**src/rtl/wb_ibus_dbus_arbiter.sv**
```systemverilog
// -----------------------------------------------------------------------------
// wb_ibus_dbus_arbiter
//
// Merges the Atom core's IBUS and DBUS Wishbone master ports onto one shared
// Wishbone master port. One requester is granted at a time. The grant is held
// for the whole bus cycle, and ack/data are returned only to the granted side.
//
// Parameters:
//   TIMEOUT_CYCLES  watchdog limit, in cycles, for an unacknowledged granted
//                   cycle (0 = watchdog disabled)
//
// Build option:
//   ARB_ROUND_ROBIN_EN  defined   -> simultaneous requests alternate, starting
//                                    with IBUS after reset
//                       undefined -> DBUS wins every tie
//
// Ports:
//   wb_clk_i, wb_rst_i       clock, asynchronous active-high reset
//   ibus_wb_*                IBUS slave-side port (read only)
//   dbus_wb_*                DBUS slave-side port (read/write)
//   m_wb_*                   shared master port towards memory/interconnect
//   timeout_o                one-cycle pulse when the watchdog ends a cycle
// -----------------------------------------------------------------------------
module wb_ibus_dbus_arbiter #(
  parameter int unsigned TIMEOUT_CYCLES = 0
) (
  input  logic        wb_clk_i,
  input  logic        wb_rst_i,
  // IBUS
  input  logic [31:0] ibus_wb_adr_i,
  output logic [31:0] ibus_wb_dat_o,
  input  logic        ibus_wb_cyc_i,
  input  logic        ibus_wb_stb_i,
  output logic        ibus_wb_ack_o,
  // DBUS
  input  logic [31:0] dbus_wb_adr_i,
  input  logic [31:0] dbus_wb_dat_i,
  output logic [31:0] dbus_wb_dat_o,
  input  logic        dbus_wb_cyc_i,
  input  logic        dbus_wb_stb_i,
  input  logic        dbus_wb_we_i,
  input  logic [3:0]  dbus_wb_sel_i,
  output logic        dbus_wb_ack_o,
  // Shared master port
  output logic [31:0] m_wb_adr_o,
  output logic [31:0] m_wb_dat_o,
  input  logic [31:0] m_wb_dat_i,
  output logic        m_wb_cyc_o,
  output logic        m_wb_stb_o,
  output logic        m_wb_we_o,
  output logic [3:0]  m_wb_sel_o,
  input  logic        m_wb_ack_i,
  // Watchdog
  output logic        timeout_o
);

  localparam logic [1:0] IDLE  = 2'd0;
  localparam logic [1:0] GNT_I = 2'd1;
  localparam logic [1:0] GNT_D = 2'd2;

  logic [1:0] gnt_q, gnt_d;
  logic       ibus_req, dbus_req;
  logic       tie_to_ibus;
  logic       gnt_cyc;      // cyc of the currently granted requester
  logic       timeout_hit;

  assign ibus_req = ibus_wb_cyc_i & ibus_wb_stb_i;
  assign dbus_req = dbus_wb_cyc_i & dbus_wb_stb_i;

  always_comb begin
    gnt_cyc = 1'b0;
    case (gnt_q)
      GNT_I:   gnt_cyc = ibus_wb_cyc_i;
      GNT_D:   gnt_cyc = dbus_wb_cyc_i;
      default: gnt_cyc = 1'b0;
    endcase
  end

`ifdef ARB_ROUND_ROBIN_EN
  // Remembers who was served last; resets to DBUS so IBUS wins the first tie.
  logic last_dbus_q, last_dbus_d;

  always_comb begin
    last_dbus_d = last_dbus_q;
    if (gnt_q == IDLE) begin
      if (gnt_d == GNT_I) last_dbus_d = 1'b0;
      if (gnt_d == GNT_D) last_dbus_d = 1'b1;
    end
  end

  always_ff @(posedge wb_clk_i or posedge wb_rst_i) begin
    if (wb_rst_i) last_dbus_q <= 1'b1;
    else          last_dbus_q <= last_dbus_d;
  end

  assign tie_to_ibus = last_dbus_q;
`else
  assign tie_to_ibus = 1'b0;
`endif

  generate
    if (TIMEOUT_CYCLES > 0) begin : g_wd
      localparam int unsigned WD_W = $clog2(TIMEOUT_CYCLES + 1);

      logic [WD_W-1:0] wd_cnt_q, wd_cnt_d;

      always_comb begin
        wd_cnt_d = wd_cnt_q;
        if (gnt_q == IDLE)    wd_cnt_d = '0;
        else if (!m_wb_ack_i) wd_cnt_d = wd_cnt_q + WD_W'(1);
      end

      always_ff @(posedge wb_clk_i or posedge wb_rst_i) begin
        if (wb_rst_i) wd_cnt_q <= '0;
        else          wd_cnt_q <= wd_cnt_d;
      end

      // A real ack, or an abort by the requester, takes precedence.
      assign timeout_hit = gnt_cyc & ~m_wb_ack_i &
                           (wd_cnt_q == WD_W'(TIMEOUT_CYCLES - 1));
    end else begin : g_no_wd
      assign timeout_hit = 1'b0;
    end
  endgenerate

  always_comb begin
    gnt_d = gnt_q;
    case (gnt_q)
      IDLE: begin
        if (ibus_req && dbus_req) gnt_d = tie_to_ibus ? GNT_I : GNT_D;
        else if (ibus_req)        gnt_d = GNT_I;
        else if (dbus_req)        gnt_d = GNT_D;
      end
      GNT_I, GNT_D: begin
        if (m_wb_ack_i || !gnt_cyc || timeout_hit) gnt_d = IDLE;
      end
      default: gnt_d = IDLE;
    endcase
  end

  always_ff @(posedge wb_clk_i or posedge wb_rst_i) begin
    if (wb_rst_i) gnt_q <= IDLE;
    else          gnt_q <= gnt_d;
  end

  always_comb begin
    m_wb_adr_o    = '0;
    m_wb_dat_o    = '0;
    m_wb_cyc_o    = 1'b0;
    m_wb_stb_o    = 1'b0;
    m_wb_we_o     = 1'b0;
    m_wb_sel_o    = '0;
    ibus_wb_ack_o = 1'b0;
    dbus_wb_ack_o = 1'b0;
    ibus_wb_dat_o = m_wb_dat_i;
    dbus_wb_dat_o = m_wb_dat_i;
    timeout_o     = timeout_hit;
    case (gnt_q)
      GNT_I: begin
        m_wb_adr_o    = ibus_wb_adr_i;
        m_wb_sel_o    = '1;
        m_wb_cyc_o    = ibus_wb_cyc_i & ~timeout_hit;
        m_wb_stb_o    = ibus_wb_stb_i & ~timeout_hit;
        ibus_wb_ack_o = (m_wb_ack_i & ibus_wb_cyc_i) | timeout_hit;
        if (timeout_hit) ibus_wb_dat_o = '0;
      end
      GNT_D: begin
        m_wb_adr_o    = dbus_wb_adr_i;
        m_wb_dat_o    = dbus_wb_dat_i;
        m_wb_we_o     = dbus_wb_we_i;
        m_wb_sel_o    = dbus_wb_sel_i;
        m_wb_cyc_o    = dbus_wb_cyc_i & ~timeout_hit;
        m_wb_stb_o    = dbus_wb_stb_i & ~timeout_hit;
        dbus_wb_ack_o = (m_wb_ack_i & dbus_wb_cyc_i) | timeout_hit;
        if (timeout_hit) dbus_wb_dat_o = '0;
      end
      default: ;
    endcase
  end

endmodule

```
**config.mk**
```make
export PLATFORM = sky130hd
export DESIGN_NAME = wb_ibus_dbus_arbiter
export DESIGN_NICKNAME = d
export VERILOG_FILES = /design/src/rtl/wb_ibus_dbus_arbiter.sv
export SDC_FILE = /design/constraint.sdc
export NUM_CORES = 1
export LEC_CHECK = 0
export ABC_AREA = 1
export BUFFER_PORTS_ARGS = -buffer_cell sky130_fd_sc_hd__clkbuf_2
export CORE_AREA = 5 5 105 107
export CTS_BUF_LIST = sky130_fd_sc_hd__clkbuf_2 sky130_fd_sc_hd__clkbuf_4 sky130_fd_sc_hd__clkbuf_8
export CTS_CLUSTER_DIAMETER = 40
export DETAILED_ROUTE_END_ITERATION = 10
export DIE_AREA = 0 0 110 112
export GPL_ROUTABILITY_DRIVEN = 0
export SLEW_MARGIN = 20
export SYNTH_ARGS = -nofsm -noshare
export SYNTH_HDL_FRONTEND = slang
export SYNTH_SLANG_ARGS = --single-unit
```
**constraint.sdc**
```tcl
create_clock -name wb_clk_i -period 3.7 [get_ports wb_clk_i]
set_clock_uncertainty 0.15 [all_clocks]
set_input_delay 0.555 -clock wb_clk_i [delete_from_list [all_inputs] [get_ports wb_clk_i]]
set_output_delay 0.555 -clock wb_clk_i [all_outputs]
set_load 0.02 [all_outputs]
```
==> results of run 1 <==
## power breakdown
group          switching, mW  internal (mW)  leakage, nW
Combinational          0.503          0.226         1.34
Clock                 0.0167         0.0688       0.0216
Sequential           0.00451         0.0279       0.0262
Total                  0.524          0.323         1.39
## per-stage QoR
step	setup WS (ps)	power (mW)
floorplan	1650	0.656
global placement	1370	0.769
detailed placement	1320	0.771
CTS	1090	0.861
global route	956	0.922
finish	1140	0.846
## synth_stat cells (all sizes together)
cell,count
nand2,114
buf,81
inv,40
a21oi,38
nor2,4
ha,3
nand3,3
dfrtp,2
conb,1
## metal layers
layer / track usage / share of wire / up-vias
met3: 0.0180 / 0.096 / 19
li1: - / - / 989
met4: 0.0216 / 0.0096 / 0
met1: 0.0893 / 0.39 / 772
met5: 0 / 0 / -
met2: 0.148 / 0.51 / 79
## final cells by class
type | count | area (um2) | share of cell area
clock buffer | 3 | 41.3 | 0.0201
multi-input combinational | 163 | 704 | 0.343
timing repair buffer | 183 | 936 | 0.456
sequential | 2 | 50.0 | 0.0244
inverter | 40 | 150 | 0.0732
tap | 136 | 170 | 0.0829
## kinds of logic (layout without fill, tap and decap cells)
family	after synthesis	in the layout	share of synthesized area
buffers and inverters	121	226	0.502
other	1	1	0.00248
and+or+nand+nor	121	121	0.311
DFF	2	2	0.0331
adders and majority gates	3	3	0.0248
AOI/OAI and AO/OA	38	38	0.126
## worst paths after layout
path | from | to | slack [ps] | cells past startpoint
max | gnt_q[0] | m_wb_adr_o[29] | 1140 | 6
min | wb_rst_i | gnt_q[0] | 30 | 2
max reg2reg | gnt_q[0] | gnt_q[1] | 1840 | 9
min reg2reg | gnt_q[0] | gnt_q[0] | 350 | 2
max in group asynchronous | wb_rst_i | gnt_q[1] | 3260 | 2
min in group wb_clk_i | gnt_q[0] | gnt_q[0] | 350 | 2
## worst reg2reg max path: cells and delay by family, from the launching register on
kind | cells | cell delay (ps)
simple gates | 6 | 440
fa+ha+maj | 1 | 460
flops | 1 | 380
buf+inv | 2 | 380
==> impl_metrics.toml, run 1 <==
[floorplanning]
die_w_um = 110
initial_core_util = 0.150
dieArea_um2 = 12300
rows = 37
core_um2 = 10000
fp.dieH_um = 112
pin_count = 278

[clock_network]
post_cts_buffers = 0
ctsResizeCount = 0
ctsHtreeMaxLevel = 1
cts_max_path_buffers = 2
cts_tree = "yes"
cts_buffers = 3
clockRootBuffer = "clkbuf_8"
clk_pin_slew_ps = 30
hold_buffers = 0
clock_sinks = 2
clk_latency_ps = 210

[timing]
drv_slew = 0
tns_ps = 0
rsz0062_at_grt = "false"
holdWs_ps = 31.6
setup_viol = 0
period_minus_slack_ps = 2560
timing_hold_violations_final = 0
fin_crit_sh = 0.692
fmax_mhz = 390

[final_layout]
num-nets-final = 536
final_util = 0.204
area_delta_synth_final_pct = 35.8
num_antenna_cells = 0
final_common_cell = "clkbuf_2"
drive_above_1_share = 0.488
final_cells = 527
regMostFlops = "gnt_q"
fillers = 1175
largest_register_ff_count = 2
final_cell_mix = "180 x clkbuf_2, 111 x nand2_1, 40 x inv_1"
top_regs = "gnt_q (2)"
fin_area_um2 = 2050

[route]
drt_iter0_drc = 71
antenna_left = 0
num_vias = 1859
wl_per_cell_um = 10.9
drc_errors = 0
viasPerCell = 3.53
routed_wl_mm = 5.75
dr.pass1.iters = 4

[synth]
synth_area_leader_cell = "buf_4"
yosys_warnings = 0
synth_seq_cells = 2
synthCells = 286
syn-cell-area_um2 = 1510
seq_area_frac_synth = 0.0331
synth_nets = 429
ys_types = 13
yosysTopAreaCellShare = 0.368
synth.area.top_cells = "buf_4 37%, nand2_1 28%, a21oi_1 13%"
synth_area_per_cell_um2 = 5.28

[pwr]
max-vdd-ir-drop_mv = 0.169
p_per_area_nw_per_um2 = 413
leakage_nw = 1.39

[grt]
grt_pass1_vias = 1727
grt_start_max_net_pins = 52
grt_usage = 0.0797
grt.overflow.total = 0
grt_pass1_wl_mm = 8.05
grt_antenna_before_repair = 0

[setup_path]
crit_path_start_kind = "register"
cp_max_fo = 51
crit_required_ps = 2990
crit_arrival_ps = 1860
critPathKind = "register to output port"
path_delay_family = "buffers and inverters"
endpoint_kind = "output port"
path_cells = "inv_1 -> ha_2 -> buf_12 -> nand2_1 -> a21oi_1 -> clkbuf_2"
critPathMaxStageDelay_ps = 460
cpMaxStageDelayCell = "ha_2"
critPathBufInv = 3

[min_path]
hold_path.class = "input pin to asynchronous set/reset pin"

[placement]
placed_area_um2 = 2010
place_inst = 524
dp_hpwl_mm = 4.77
io_buffer_count = 180

[job]
max_cap_viol_count = 0

[status]
status = "completed"
(Power assumes the default switching activity.)
==> inputs of run 2 (changes only) <==
Clock period 3.7 ns to 2.1 ns, I/O delays scaled along.
==> impl_metrics.toml, run 2 (synthesized netlist as in run 1, its figures left out) <==
[setup_path]
crit_path_start_kind = "register"
reg2reg_from = "gnt_q[0]"
r2r_cells = 9
cp_max_fo = 18
r2r_end = "gnt_q[1]"
r2r_slack_ps = 540
critPathKind = "register to output port"
crit_arrival_ps = 1560
endpoint_kind = "output port"
crit_required_ps = 1630

[floorplanning]
initial_core_util = 0.150
pin_count = 278
dieArea_um2 = 12300
core_um2 = 10000
die_w_um = 110
fp.dieH_um = 112
rows = 37

[placement]
placed_area_um2 = 2040
dp_hpwl_mm = 4.78
place_inst = 525
io_buffer_count = 180

[timing]
fin_crit_sh = 0.966
drv_slew = 0
timing_hold_violations_final = 0
holdWs_ps = 312
fmax_mhz = 493
period_minus_slack_ps = 2030
setup_viol = 0
tns_ps = 0

[final_layout]
num_antenna_cells = 0
final_cells = 532
area_delta_synth_final_pct = 48.5
num-nets-final = 541
final_cell_mix = "155 x clkbuf_2, 111 x nand2_1, 37 x inv_1, 37 x a21oi_1, 14 x buf_2"
top_regs = "gnt_q (2)"
largest_register_ff_count = 2
fin_area_um2 = 2240
fillers = 1156
final_util = 0.223
drive_above_1_share = 0.510
final_common_cell = "clkbuf_2"
regMostFlops = "gnt_q"

[clock_network]
cts_tree = "yes"
clockRootBuffer = "clkbuf_8"
ctsHtreeMaxLevel = 1
clock_sinks = 2
clk_pin_slew_ps = 30
cts_buffers = 3
clk_latency_ps = 210
cts_max_path_buffers = 2

[route]
antenna_left = 0
viasPerCell = 3.65
routed_wl_mm = 6.35
drt_iter0_drc = 81
wl_per_cell_um = 11.9
num_vias = 1944
dr.pass1.iters = 4
drc_errors = 0

[pwr]
pwr-share-clk = 0.084
seqPwrFrac = 0.037
p_sw_mw = 1.01
p_per_area_nw_per_um2 = 787
max-vdd-ir-drop_mv = 0.348
combPwrFrac = 0.879
switching_share = 0.571
leakage_nw = 1.46
p_int_mw = 0.758

[grt]
grt_antenna_before_repair = 0
grt_start_max_net_pins = 52
use_met1 = 0.0962
grt_pass1_vias = 1721
use_met2 = 0.148
grt.overflow.total = 0
use_met3 = 0.0145
grt_busiest_layer = "met2"
grt_usage = 0.0811
grt_pass1_wl_mm = 8.25

[job]
max_cap_viol_count = 0

[min_path]
min_path_cells = 4
hold_path.class = "input pin to register"
hp-start = "dbus_wb_stb_i"
hold_end = "gnt_q[0]"

[status]
status = "completed"
## run 2: cell count changes in the layout (fill, tap and decap cells not counted), moves of 2 or more
cell       previous run  this run
inv_2                 0         3
clkbuf_2            180       155
inv_1                40        37
buf_12                1         3
buf_2                 0        14
buf_4                 2        11
ha_1                  2         0
clkbuf_16             0         3
ha_4                  0         3
## run 2: worst max-delay path by stage
stage	start	end	slack, ps	depth (start not counted)
after floorplan	gnt_q[0]	m_wb_adr_o[0]	290	6
after global placement	gnt_q[0]	m_wb_adr_o[2]	250	6
after detailed placement	gnt_q[0]	m_wb_adr_o[2]	230	6
after CTS	gnt_q[0]	m_wb_adr_o[2]	9	6
after global routing	gnt_q[1]	m_wb_adr_o[28]	-5	6
final	gnt_q[1]	m_wb_adr_o[31]	70	6
## run 2: cell type report
class                      count  area [um2]  share of cell area
tap                          136         170              0.0758
sequential                     2        51.3              0.0229
inverter                      40         150              0.0669
clock buffer                   3        41.3              0.0184
multi-input combinational    163         743               0.331
timing repair buffer         188        1090               0.485
## run 2: power groups by stage
stage	Sequential, mW	Clock [mW]	Combinational, mW
6_report	0.0659	0.148	1.55
5_1_grt	0.0661	0.152	1.70
4_1_cts	0.0584	0.152	1.36
3_5_place_dp	0.0587	0	1.35
3_3_place_gp	0.0572	0	1.35
2_1_floorplan	0.0557	0	1.10
## run 2: metal layers
metal | wire length, um | part of all wire
met5 | 0 | 0
met4 | 66 | 0.010
met3 | 559 | 0.088
met2 | 3160 | 0.50
met1 | 2560 | 0.40
## run 2: repair_timing
action	CTS	global route
gates resized for setup	0	47
hold buffers	1	0
setup endpoints to repair	0	37
buffers inserted	0	0
endpoints found under the hold margin	2	0
## run 2: metrics by stage
step,setup slack (ps),power (mW)
floorplan,286,1.16
finish,71.1,1.77
global route,-4.54,1.91
CTS,9.18,1.57
global placement,247,1.41
detailed placement,233,1.41
## run 2: critical path: stages, from the launching register on
cell       delay (ps)
dfrtp_1           410
inv_2              90
ha_4              280
inv_2              80
clkbuf_16         190
a21oi_1           120
clkbuf_2          180
